`config.mk`:
```
export PLATFORM = sky130hd
export DESIGN_NAME = bcd_operand_entry
export DESIGN_NICKNAME = d
export VERILOG_FILES = /design/src/rtl/bcd_operand_entry.sv
export SDC_FILE = /design/constraint.sdc
export NUM_CORES = 1
export LEC_CHECK = 0
export CORE_MARGIN = 10
export CORE_UTILIZATION = 38
export DETAILED_ROUTE_END_ITERATION = 8
export GPL_ROUTABILITY_DRIVEN = 1
export PLACE_DENSITY = 0.68
export SYNTH_ARGS = -nofsm -noshare
export SYNTH_HDL_FRONTEND = slang
export SYNTH_SLANG_ARGS = --single-unit
```
`constraint.sdc`:
```
create_clock -name clk -period 4.9 [get_ports clk]
set_input_delay 0.98 -clock clk [delete_from_list [all_inputs] [get_ports clk]]
set_output_delay 0.98 -clock clk [all_outputs]
set_load 0.02 [all_outputs]
```
`src/rtl/bcd_operand_entry.sv`:
```
// Keypad operand entry: assembles a signed NDIGITS-digit BCD value from key events
// and hands it to the adder over a valid/ready handshake. Optional: AUTO_ENTER_EN.
module bcd_operand_entry #(
    parameter int NDIGITS = 3
) (
    input  logic                         clk,
    input  logic                         rst_n,
    input  logic [3:0]                   key_code,
    input  logic                         key_vld,
    output logic [4*NDIGITS-1:0]         op_bcd,
    output logic                         op_sign,
    output logic                         op_vld,
    input  logic                         op_rdy,
    output logic [4*NDIGITS-1:0]         disp_bcd,
    output logic                         disp_sign,
    output logic [$clog2(NDIGITS+1)-1:0] digit_cnt,
    output logic                         err
);

    localparam int W  = 4 * NDIGITS;
    localparam int CW = $clog2(NDIGITS + 1);

    localparam logic [3:0] KEY_SIGN  = 4'hA;
    localparam logic [3:0] KEY_BKSP  = 4'hB;
    localparam logic [3:0] KEY_CLEAR = 4'hC;
    localparam logic [3:0] KEY_ENTER = 4'hD;

    typedef enum logic [1:0] {EMPTY, ENTRY, HOLD} state_t;

    state_t          state_q, state_d;
    logic [W-1:0]    disp_bcd_q, disp_bcd_d;
    logic            disp_sign_q, disp_sign_d;
    logic [CW-1:0]   cnt_q, cnt_d;
    logic [W-1:0]    op_bcd_q, op_bcd_d;
    logic            op_sign_q, op_sign_d;
    logic            op_vld_q, op_vld_d;
    logic            err_q, err_d;

    logic [W-1:0]    shiftedIn;
    logic            isDigit;
    logic            full;

    assign shiftedIn = {disp_bcd_q[W-5:0], key_code};
    assign isDigit   = (key_code <= 4'd9);
    assign full      = (cnt_q == CW'(NDIGITS));

    always_ff @(posedge clk or negedge rst_n) begin
        if (!rst_n) begin
            state_q     <= EMPTY;
            disp_bcd_q  <= '0;
            disp_sign_q <= 1'b0;
            cnt_q       <= '0;
            op_bcd_q    <= '0;
            op_sign_q   <= 1'b0;
            op_vld_q    <= 1'b0;
            err_q       <= 1'b0;
        end else begin
            state_q     <= state_d;
            disp_bcd_q  <= disp_bcd_d;
            disp_sign_q <= disp_sign_d;
            cnt_q       <= cnt_d;
            op_bcd_q    <= op_bcd_d;
            op_sign_q   <= op_sign_d;
            op_vld_q    <= op_vld_d;
            err_q       <= err_d;
        end
    end

    always_comb begin
        state_d     = state_q;
        disp_bcd_d  = disp_bcd_q;
        disp_sign_d = disp_sign_q;
        cnt_d       = cnt_q;
        op_bcd_d    = op_bcd_q;
        op_sign_d   = op_sign_q;
        op_vld_d    = op_vld_q;
        err_d       = 1'b0;

        if (state_q == HOLD) begin
            // A transfer wins over any key; only CLEAR is accepted alongside it.
            if (op_rdy) begin
                op_vld_d    = 1'b0;
                disp_bcd_d  = '0;
                disp_sign_d = 1'b0;
                cnt_d       = '0;
                state_d     = EMPTY;
                err_d       = key_vld && (key_code != KEY_CLEAR);
            end else if (key_vld) begin
                if (key_code == KEY_CLEAR) begin
                    op_vld_d    = 1'b0;
                    disp_bcd_d  = '0;
                    disp_sign_d = 1'b0;
                    cnt_d       = '0;
                    state_d     = EMPTY;
                end else begin
                    err_d = 1'b1;
                end
            end
        end else if (key_vld) begin
            if (isDigit) begin
                if (full) begin
                    err_d = 1'b1;
                end else if (!(key_code == 4'd0 && cnt_q == '0)) begin
                    disp_bcd_d = shiftedIn;
                    cnt_d      = cnt_q + CW'(1);
`ifdef AUTO_ENTER_EN
                    if (cnt_q == CW'(NDIGITS - 1)) begin
                        op_bcd_d  = shiftedIn;
                        op_sign_d = disp_sign_q & (shiftedIn != '0);
                        op_vld_d  = 1'b1;
                    end
`endif
                end
            end else begin
                unique case (key_code)
                    KEY_SIGN: disp_sign_d = ~disp_sign_q;
                    KEY_BKSP: begin
                        if (cnt_q != '0) begin
                            disp_bcd_d = {4'd0, disp_bcd_q[W-1:4]};
                            cnt_d      = cnt_q - CW'(1);
                        end else begin
                            err_d = 1'b1;
                        end
                    end
                    KEY_CLEAR: begin
                        disp_bcd_d  = '0;
                        disp_sign_d = 1'b0;
                        cnt_d       = '0;
                    end
                    KEY_ENTER: begin
                        op_bcd_d  = disp_bcd_q;
                        op_sign_d = disp_sign_q & (disp_bcd_q != '0);
                        op_vld_d  = 1'b1;
                    end
                    default: err_d = 1'b1;
                endcase
            end

            if (op_vld_d) begin
                state_d = HOLD;
            end else if (cnt_d != '0 || disp_sign_d) begin
                state_d = ENTRY;
            end else begin
                state_d = EMPTY;
            end
        end
    end

    always_comb begin
        op_bcd    = op_bcd_q;
        op_sign   = op_sign_q;
        op_vld    = op_vld_q;
        disp_bcd  = disp_bcd_q;
        disp_sign = disp_sign_q;
        digit_cnt = cnt_q;
        err       = err_q;
    end

endmodule

```
[After elaboration in Yosys (flattened, before gate mapping)]
Index checks and enable logic that the tools add are counted.
W data, S select, Z words.
Storage, ports and cells
  output and inout bits: 30
  RAM bits: 0
  latch bits: 0
  memories: 0
  memory bits (read-only): 0
  word-level logic and storage cells: 91
  input bits: 8
  flip-flop bits (word level): 32
Operators by class
  add/subtract/negate cells: 2
  multipliers: 0
  div/mod/pow operators: 0
  bitwise logic cells: 4
  order comparisons: 1
  shifts and indexed selects: 0
  reduce and logical (&&, ||, !) cells: 15
  equal/unequal tests: 11
  multiplexer cells: 50
Operators with widths (count)
  $mux W12: 9
  $mux W2: 14
  $pmux W12 S2: 1
  $mux W1: 23
  $eq A4 B4 Y1 const B: 4
  $reduce_bool A12 Y1: 1
  $ne A4 B4 Y1 const B: 2
  $reduce_bool A2 Y1: 4
  $reduce_and A7 Y1: 1
  $ne A3 B2 Y1 const B: 2
  $eq A2 B2 Y1 const B: 2
  $le A4 B4 Y1 const B: 1
  $logic_not A4 Y1: 1
  $pmux W1 S2: 2
  $pmux W2 S2: 1
  $reduce_and A4 Y1: 1
  $reduce_bool A4 Y1: 1
  $ne A3 B3 Y1 const B: 1
  $not A1 Y1: 3
  $reduce_and A3 Y1: 1
  $reduce_or A3 Y1: 1
  $add A2 B1 Y2 const B: 1
  $logic_and A1 B1 Y1: 2
  $logic_not A2 Y1: 1
  other kinds (3): 3

[Longest topological paths before layout]
Gate-level depths: netlist of the first run.
  depth after elaboration: 13
  depth in mapped cells: 7
  mapped depth without buffers: 5

[Least setup slack after synthesis of the first run]
Ideal clock, no wire load.
  path type: in2reg
  start: input key_code[3]
  end: register disp_bcd_q[0] (netlist: disp_bcd[0])
  arrival time: 2414 ps
  required time: 4775 ps
  library setup time: 125 ps
  buffers on the path: 2
  setup slack: 2361 ps
  stages: 7
  path through: buf_4 inv_2 nor4_4 o21ai_2 a221o_1 buf_6 mux2_4
Between the ends
  longest elaborated chain between the ends: 5
  elaborated cells between the ends (all ways): 15
  those cells by class: 1 x order compare; 6 x eq/ne; 4 x mux; 4 x reduce/logical
Ends and longest elaborated chain
  start, declared: line 8  | input logic [3:0] key_code,
  parallel branches: the longest is 5 deep, another holds $le A4 B4 Y1
  end signal, assigned: line 59  | disp_bcd_q <= disp_bcd_d;
  end, declared: line 31  | logic [W-1:0] disp_bcd_q, disp_bcd_d;
Several ways; the timed one is not identified. The select of a mux whose other input is x is not followed.
A chain may end at the register's enable or synchronous reset.

[Worst setup path after layout of the first run]
  start: input key_code[1]
  end: register disp_bcd_q[3] (netlist: disp_bcd[3])
Same word-level chain as after synthesis.

==> results of run 1 <==
==> cells by family (layout without fill, tap and decap cells) <==
logic type             after synthesis  after routing
flip-flops                          31             31
multiplexers                        21             21
buffers and inverters               18             54
AND/OR/NAND/NOR                     44             44
AO/OA/AOI/OAI                       39             39
==> path summary, 6_finish.rpt <==
| kind | start | endpoint | depth (start not counted) |
|---|---|---|---|
| worst max register to register | op_vld | disp_bcd[3] | 4 |
| max in group asynchronous | rst_n | op_bcd[1] | 2 |
| worst max-delay path | key_code[1] | disp_bcd[3] | 5 |
| worst min-delay path | op_bcd[10] | op_bcd[10] | 2 |
| worst min register to register | op_bcd[10] | op_bcd[10] | 2 |
| min in group asynchronous | rst_n | op_bcd[0] | 2 |
==> where the power goes <==
group	leakage [uW]	total [uW]	internal [uW]	switching [uW]
Clock	0.0000422	185	99.3	85.7
Sequential	0.000408	492	366	126
Combinational	0.000460	675	348	327
==> cell usage after synthesis (2+ instances only) <==
cell / n
nor4_1: 3
o21ai_0: 13
inv_1: 7
nand3_1: 5
nor2_1: 9
nand2_1: 16
mux2i_1: 4
mux2_4: 6
o21a_1: 2
mux2_2: 11
a221oi_1: 2
buf_2: 3
a22o_1: 7
clkbuf_1: 5
nand2b_1: 2
a21oi_1: 3
dfrtp_1: 31
nor3_1: 2
==> final cells by class <==
cell class / instances / area, um^2 / share of cell area, %
clock inverters: 1 / 5.00 / 0.241
clock buffers: 7 / 76.3 / 3.67
inverters: 8 / 30.0 / 1.44
well taps: 50 / 62.6 / 3.01
multi-input cells: 104 / 753 / 36.2
flip-flops and latches: 31 / 776 / 37.3
repair buffers: 38 / 378 / 18.2
==> worst max-delay path, cell delays in order <==
cell,delay [ps]
clkdlybuf4s50_1,650
o21ai_0,480
and2_1,430
a221o_1,680
mux2_2,410
==> flip-flops by register name, indices dropped and copies added (netlist names) <==
| name | count |
|---|---|
| op_bcd | 12 |
| err | 1 |
| disp_bcd | 12 |
| disp_sign | 1 |
| op_sign | 1 |
| state_q | 1 |
| digit_cnt | 2 |
| op_vld | 1 |
==> metrics by stage <==
stage | setup slack [ps] | instances | power [uW]
after detailed placement | 1170 | 231 | 1180
after global routing | 1290 | 239 | 1450
final | 1430 | 239 | 1350
after floorplan | 2360 | 153 | 874
after global placement | 1350 | 231 | 1160
after CTS | 1500 | 239 | 1370
==> layout by cell type (no fill, tap or decap), types with 2 or more instances in the layout <==
master / n
nor2_1: 9
nand2_1: 16
clkdlybuf4s50_1: 37
nand3_1: 5
mux2_2: 11
dfrtp_1: 31
nor3_1: 2
nor4_1: 3
clkbuf_8: 5
mux2i_1: 4
a221oi_1: 2
mux2_4: 6
o21ai_0: 13
nand2b_1: 2
inv_1: 7
clkbuf_1: 2
a21oi_1: 3
a22o_1: 7
o21a_1: 2
==> metal layers <==
| metal | GRT usage [%] | share of wire, % |
|---|---|---|
| met5 | 0 | 0 |
| met3 | 5.07 | 8.9 |
| met2 | 16.6 | 47 |
| met4 | 7.49 | 3.4 |
| met1 | 12.4 | 41 |
==> flow_summary.ini, run 1 <==
[status]
status = finished clean

[detailed_routing]
drt_iter0_drc = 98
dr.pass1.iters = 4
vias = 1337
antenna_left = 0
post_drt_via_cell_ratio = 5.59
wl_per_cell_um = 16.2
drc_errors = 0
wl_um = 3880

[cts]
clk_latency_ps = 280
cts.htree.levels = 2
cts_sinks = 31
postCtsResizedCells = 0
post_cts_buffers = 0
holdBufCountCts = 0
cts_buffers = 5
path_clk_slew_ps = 60
cts_tree = yes
root_buffer = clkbuf_8
clk_path_buf_depth = 2

[global_routing]
grt_usage_pct = 11.1
grt_max_degree = 32
grt_pass1_wl_um = 6510
grt-ovfl-total = 0
grt_pass1_vias = 1353
antenna_found_initial = 0

[timing]
max-slew-margin-rel_pct = 53.6
skew_ps = 2.22
tns_ps = 0
period_share_pct = 70.8
fin_hold_ws_ps = 484
grt_setup_unrepaired = no
final_max_slew_viol_count = 0
worstMarginPinSlew_ps = 690
period_needed_ps = 3470
setup_viol = 0
fmax_ghz = 0.288
hold_violations = 0

[yosys]
synth-xor-area-share_pct = 0
avgSynthCellArea_um2 = 10.5
ys_ff_latch = 31
synthSimpleGateAreaFrac_pct = 14.1
postSynth.asyncResetShare_pct = 100
synth_top_family_by_area = compound AO/OA/AOI/OAI gates
yosys-top-cells-area = dfrtp_1 48%, mux2_2 7.7%, mux2_4 5.6%, o21ai_0 4.0%, a22o_1 3.8%
yosys.area.top_type_share_pct = 48.1
synth_compound_area_share_pct = 16.8
ys_seq_area_share_pct = 48.1
synth_edf_count = 0
netlist_area_mm2 = 0.00161
ys_types = 40
synth_nets = 161
ys.flop_type = dfrtp_1
yosysWarnings = 0
synthAdderAreaFrac_pct = 0
synth.area.mux_share_pct = 15.8
synth_area_leader_cell = dfrtp_1
syn_inst = 153

[critical_path]
endpoint_kind = flip-flop
start_kind = input port
cp.arrival_ps = 3630
worstSetupPathType = in -> reg
required_ps = 5060
crit_fanout = 15
regToRegSetupSlack_ps = 2660

[layout]
diodes = 0
fill_cells = 352
syn_to_final_growth_pct = 29.1
drive_gt1_share_pct = 14.3
fin_area_mm2 = 0.00208
final_net_count = 196
final_util_pct = 51.3

[placement]
post_dp_cell_area_mm2 = 0.00200
gp_congestion = 0.979
hpwl_um = 3010
io_buffers = 37

[flow_run]
maxCapViolCount = 0

[die]
start_util_pct = 39.7
die_y_um = 85.1
row_count = 23
dieWidth_um = 85.1
io_pins = 38
core_mm2 = 0.00406
dieArea_mm2 = 0.00725

[power_and_ir_drop]
power.density_mw_per_mm2 = 650
ir_drop_uv = 206
leakage_uw = 0.000910

[worst_hold_path]
hp-class = reg -> reg
Note: power is estimated with default switching activity, not from simulation.
==> run 2: changes to the inputs <==
--- a/config.mk
+++ b/config.mk
@@ -9,7 +9,7 @@
 export CORE_UTILIZATION = 38
 export DETAILED_ROUTE_END_ITERATION = 8
 export GPL_ROUTABILITY_DRIVEN = 1
-export PLACE_DENSITY = 0.68
+export PLACE_DENSITY = 0.7
 export SYNTH_ARGS = -nofsm -noshare
 export SYNTH_HDL_FRONTEND = slang
 export SYNTH_SLANG_ARGS = --single-unit
==> constraint.sdc (replaced) <==
create_clock -name clk -period 2.9 [get_ports clk]
set_input_delay 0.58 -clock clk [delete_from_list [all_inputs] [get_ports clk]]
set_output_delay 0.58 -clock clk [all_outputs]
set_load 0.02 [all_outputs]
==> run 2 against run 1 <==
  * Clock skew up 2.6 ps
  * Die area unchanged
  * Utilization up 2.2 points
  * Setup slack worse by 1100 ps
  * Cell count up 4.2%
  * Highest routed layer unchanged
  * Flip-flop and latch count unchanged
  * Sequential share of layout area down 1.5 points
  * Non-clock buffer count up 10
  * Sequential power up 70%
==> flow_summary.ini, run 2 (synthesized netlist as in run 1, its figures left out) <==
[timing]
hold_violations = 0
setup_ws_ps = 373
fmax_ghz = 0.396
grt_setup_unrepaired = no
skew_ps = 4.79
tns_ps = 0
period_needed_ps = 2530
setup_viol = 0
final_max_slew_viol_count = 0
max-slew-margin-rel_pct = 74.6
period_share_pct = 87.1
worstMarginPinSlew_ps = 376

[detailed_routing]
wl_um = 4010
post_drt_via_cell_ratio = 5.42
vias = 1349
drt_iter0_drc = 90
drc_errors = 0
antenna_left = 0
wl_per_cell_um = 16.1
dr.pass1.iters = 4

[layout]
diodes = 0
seq_area_um2 = 776
layout_common_cells = 37 x clkdlybuf4s50_1, 31 x dfrtp_1, 16 x nand2_1
final_net_count = 206
syn_to_final_growth_pct = 34.5
drive_gt1_share_pct = 18.6
fill_cells = 349
multi_input_area_um2 = 753
layout_commonest_cell = clkdlybuf4s50_1

[cts]
cts_sinks = 31
postCtsResizedCells = 0
cts_buffers = 5
root_buffer = clkbuf_8
clk_path_buf_depth = 2
holdBufCountCts = 0
cts.htree.levels = 2
path_clk_slew_ps = 60
post_cts_buffers = 0
cts_tree = yes
clk_latency_ps = 270

[placement]
hpwl_um = 3040
io_buffers = 37
gp_congestion = 1.02
dp_slack_ps = 124

[global_routing]
grt-ovfl-total = 0
grt_pass1_vias = 1392
antenna_found_initial = 0
grt_usage_pct = 11.0
grt_max_degree = 32
grt_pass1_wl_um = 6540

[die]
dieArea_mm2 = 0.00725
die_y_um = 85.1
dieWidth_um = 85.1
row_count = 23
io_pins = 38
core_mm2 = 0.00406
start_util_pct = 39.7

[power_and_ir_drop]
power.density_mw_per_mm2 = 1070
ir_drop_uv = 364
total_power_uw = 2320
leakage_uw = 0.000963

[critical_path]
regToRegSetupSlack_ps = 1080
endpoint_kind = flip-flop
crit_fanout = 12
cp.arrival_ps = 2680
required_ps = 3060
worstSetupPathType = in -> reg
start_kind = input port

[flow_run]
maxCapViolCount = 0

[status]
status = finished clean

[worst_hold_path]
hp-class = reg -> reg
run 2: through the flow:
step	instance area [um^2]	instances	util (%)	hold WS [ps]
global route	2170	249	53.4	514
detailed placement	2090	241	51.4	471
floorplan	1610	153	-	284
global placement	2090	241	51.4	466
finish	2170	249	53.4	479
CTS	2170	249	53.4	484
run 2: area by class of cell:
type                       instances  share of cell area, %
clock buffer                       7                   3.52
clock inverter                     1                  0.231
timing repair buffer              48                   21.5
multi-input combinational        104                   34.7
inverter                           8                   1.38
sequential                        31                   35.8
tap                               50                   2.89
run 2: worst paths after layout:
kind / from / to / cells after the start
max in group asynchronous: rst_n / digit_cnt[0] / 2
worst min-delay path: op_sign / op_sign / 2
worst min register to register: op_sign / op_sign / 2
worst max register to register: digit_cnt[0] / disp_bcd[4] / 6
min in group asynchronous: rst_n / disp_bcd[11] / 2
worst max-delay path: key_code[2] / disp_bcd[1] / 7
run 2: worst max-delay path: stages:
cell             delay (ps)
clkdlybuf4s50_1         600
inv_1                   160
nor4_4                  380
o21ai_2                 120
a221o_1                 370
buf_12                  170
mux2_4                  290
run 2: report_power, final:
part / total, uW / internal [uW] / leakage [uW] / switching [uW]
Sequential: 835 / 619 / 0.000408 / 216
Clock: 307 / 168 / 0.0000422 / 139
Combinational: 1180 / 619 / 0.000513 / 560
run 2: metal layers:
layer	up-vias	global-route usage (%)	routed length, um
met5	-	0	0
met4	0	4.49	76
met3	9	5.74	447
met2	62	17.6	1890
met1	634	12.0	1600
li1	644	-	-
==> run 3: changes to the inputs <==
--- a/config.mk
+++ b/config.mk
@@ -6,10 +6,10 @@
 export NUM_CORES = 1
 export LEC_CHECK = 0
 export CORE_MARGIN = 10
-export CORE_UTILIZATION = 38
+export CORE_UTILIZATION = 30
 export DETAILED_ROUTE_END_ITERATION = 8
 export GPL_ROUTABILITY_DRIVEN = 1
-export PLACE_DENSITY = 0.7
+export PLACE_DENSITY = 0.59
 export SYNTH_ARGS = -nofsm -noshare
 export SYNTH_HDL_FRONTEND = slang
 export SYNTH_SLANG_ARGS = --single-unit
==> run 3 against run 2 <==
  * Sequential share of layout area fell by 0.98 points
  * Clock power rose by 45%
  * Critical path type unchanged
  * Clock skew rose by 5.1 ps
  * Combinational power barely moved
  * Via count fell by 0.15%
  * Largest power group unchanged
  * Maximum frequency rose by 2.7%
  * Utilization fell by 10 points
  * Setup slack improved by 65 ps
  * Flip-flop and latch count did not move
==> flow_summary.ini, run 3 (synthesized netlist as in run 1, its figures left out) <==
[layout]
syn_to_final_growth_pct = 38.4
drive_gt1_share_pct = 19.6
stdcell_count = 269
layout_commonest_cell = clkdlybuf4s50_1
final_util_pct = 43.1
fill_cells = 507
seq_area_um2 = 776
final_net_count = 206
diodes = 0
multi_input_area_um2 = 753
layout_common_cells = 37 x clkdlybuf4s50_1, 31 x dfrtp_1, 16 x nand2_1

[die]
row_count = 26
die_y_um = 93.3
io_pins = 38
dieArea_mm2 = 0.00870
dieWidth_um = 93.3
core_mm2 = 0.00517
start_util_pct = 31.2

[timing]
worstMarginPinSlew_ps = 433
period_needed_ps = 2460
grt_setup_unrepaired = no
skew_ps = 9.92
setup_viol = 0
max-slew-margin-rel_pct = 71.1
hold_violations = 0
final_max_slew_viol_count = 0
period_share_pct = 84.9
fmax_ghz = 0.406
tns_ps = 0

[cts]
cts_tree = yes
cts_sinks = 31
clk_path_buf_depth = 2
holdBufCountCts = 0
clk_latency_ps = 290
cts_buffers = 5
cts.htree.levels = 2
post_cts_buffers = 0
root_buffer = clkbuf_8
path_clk_slew_ps = 70
postCtsResizedCells = 0

[placement]
gp_congestion = 0.879
io_buffers = 37
hpwl_um = 3000
dp_cells = 261

[global_routing]
grt_max_degree = 32
antenna_found_initial = 0
grt_pass1_vias = 1418
grt_usage_pct = 10.1
grt-ovfl-total = 0
grt_pass1_wl_um = 6960

[worst_hold_path]
hp-class = reg -> reg

[critical_path]
worstSetupPathType = in -> reg
endpoint_kind = flip-flop
crit_fanout = 11
start_kind = input port
cp.arrival_ps = 2630
required_ps = 3070
regToRegSetupSlack_ps = 1060

[power_and_ir_drop]
power.density_mw_per_mm2 = 1100
ir_drop_uv = 344
leakage_uw = 0.000982

[flow_run]
maxCapViolCount = 0

[detailed_routing]
post_drt_via_cell_ratio = 5.01
antenna_left = 0
wl_per_cell_um = 15.2
vias = 1347
drt_iter0_drc = 63
wl_um = 4080
dr.pass1.iters = 4
drc_errors = 0

[status]
status = finished clean
run 3: area by class of cell:
cell class,instances,area share [%]
timing repair buffer,48,20.9
clock inverter,2,1.57
sequential,31,34.8
clock buffer,6,3.70
tap,70,3.93
multi-input combinational,104,33.8
inverter,8,1.35
run 3: worst paths after layout:
check	cells after the start	end	start
max reg2reg	6	disp_bcd[4]	digit_cnt[0]
min reg2reg	2	op_sign	op_sign
max in group asynchronous	2	digit_cnt[1]	rst_n
min	2	op_sign	op_sign
max	6	state_q[0]	key_code[1]
min in group asynchronous	2	disp_bcd[10]	rst_n
run 3: routing by layer:
layer / global-route usage [%] / vias up / routed length (um)
met3: 4.56 / 7 / 393
met1: 11.9 / 645 / 1760
met4: 3.47 / 0 / 43
met2: 15.7 / 50 / 1890
met5: 0 / - / 0
li1: - / 645 / -
run 3: critical path, stage by stage:
cell and delay (ps):
clkdlybuf4s50_1 620, or3_1 420, nor3b_1 150, o32ai_1 420, a311oi_1 150, mux2_2 290
run 3: power by group:
group / switching [uW] / total (uW) / internal [uW]
Sequential: 208 / 827 / 618
Clock: 168 / 446 / 278
Combinational: 555 / 1170 / 619
Total: 931 / 2450 / 1520
run 3: per-stage QoR:
step / hold slack (ps) / total power, uW / cell area, um^2 / worst slack (ps)
detailed placement: 474 / 2030 / 2110 / 168
floorplan: 284 / 1480 / 1610 / 761
finish: 482 / 2450 / 2230 / 439
global route: 522 / 2620 / 2230 / 372
CTS: 488 / 2480 / 2230 / 469
global placement: 470 / 2010 / 2110 / 181
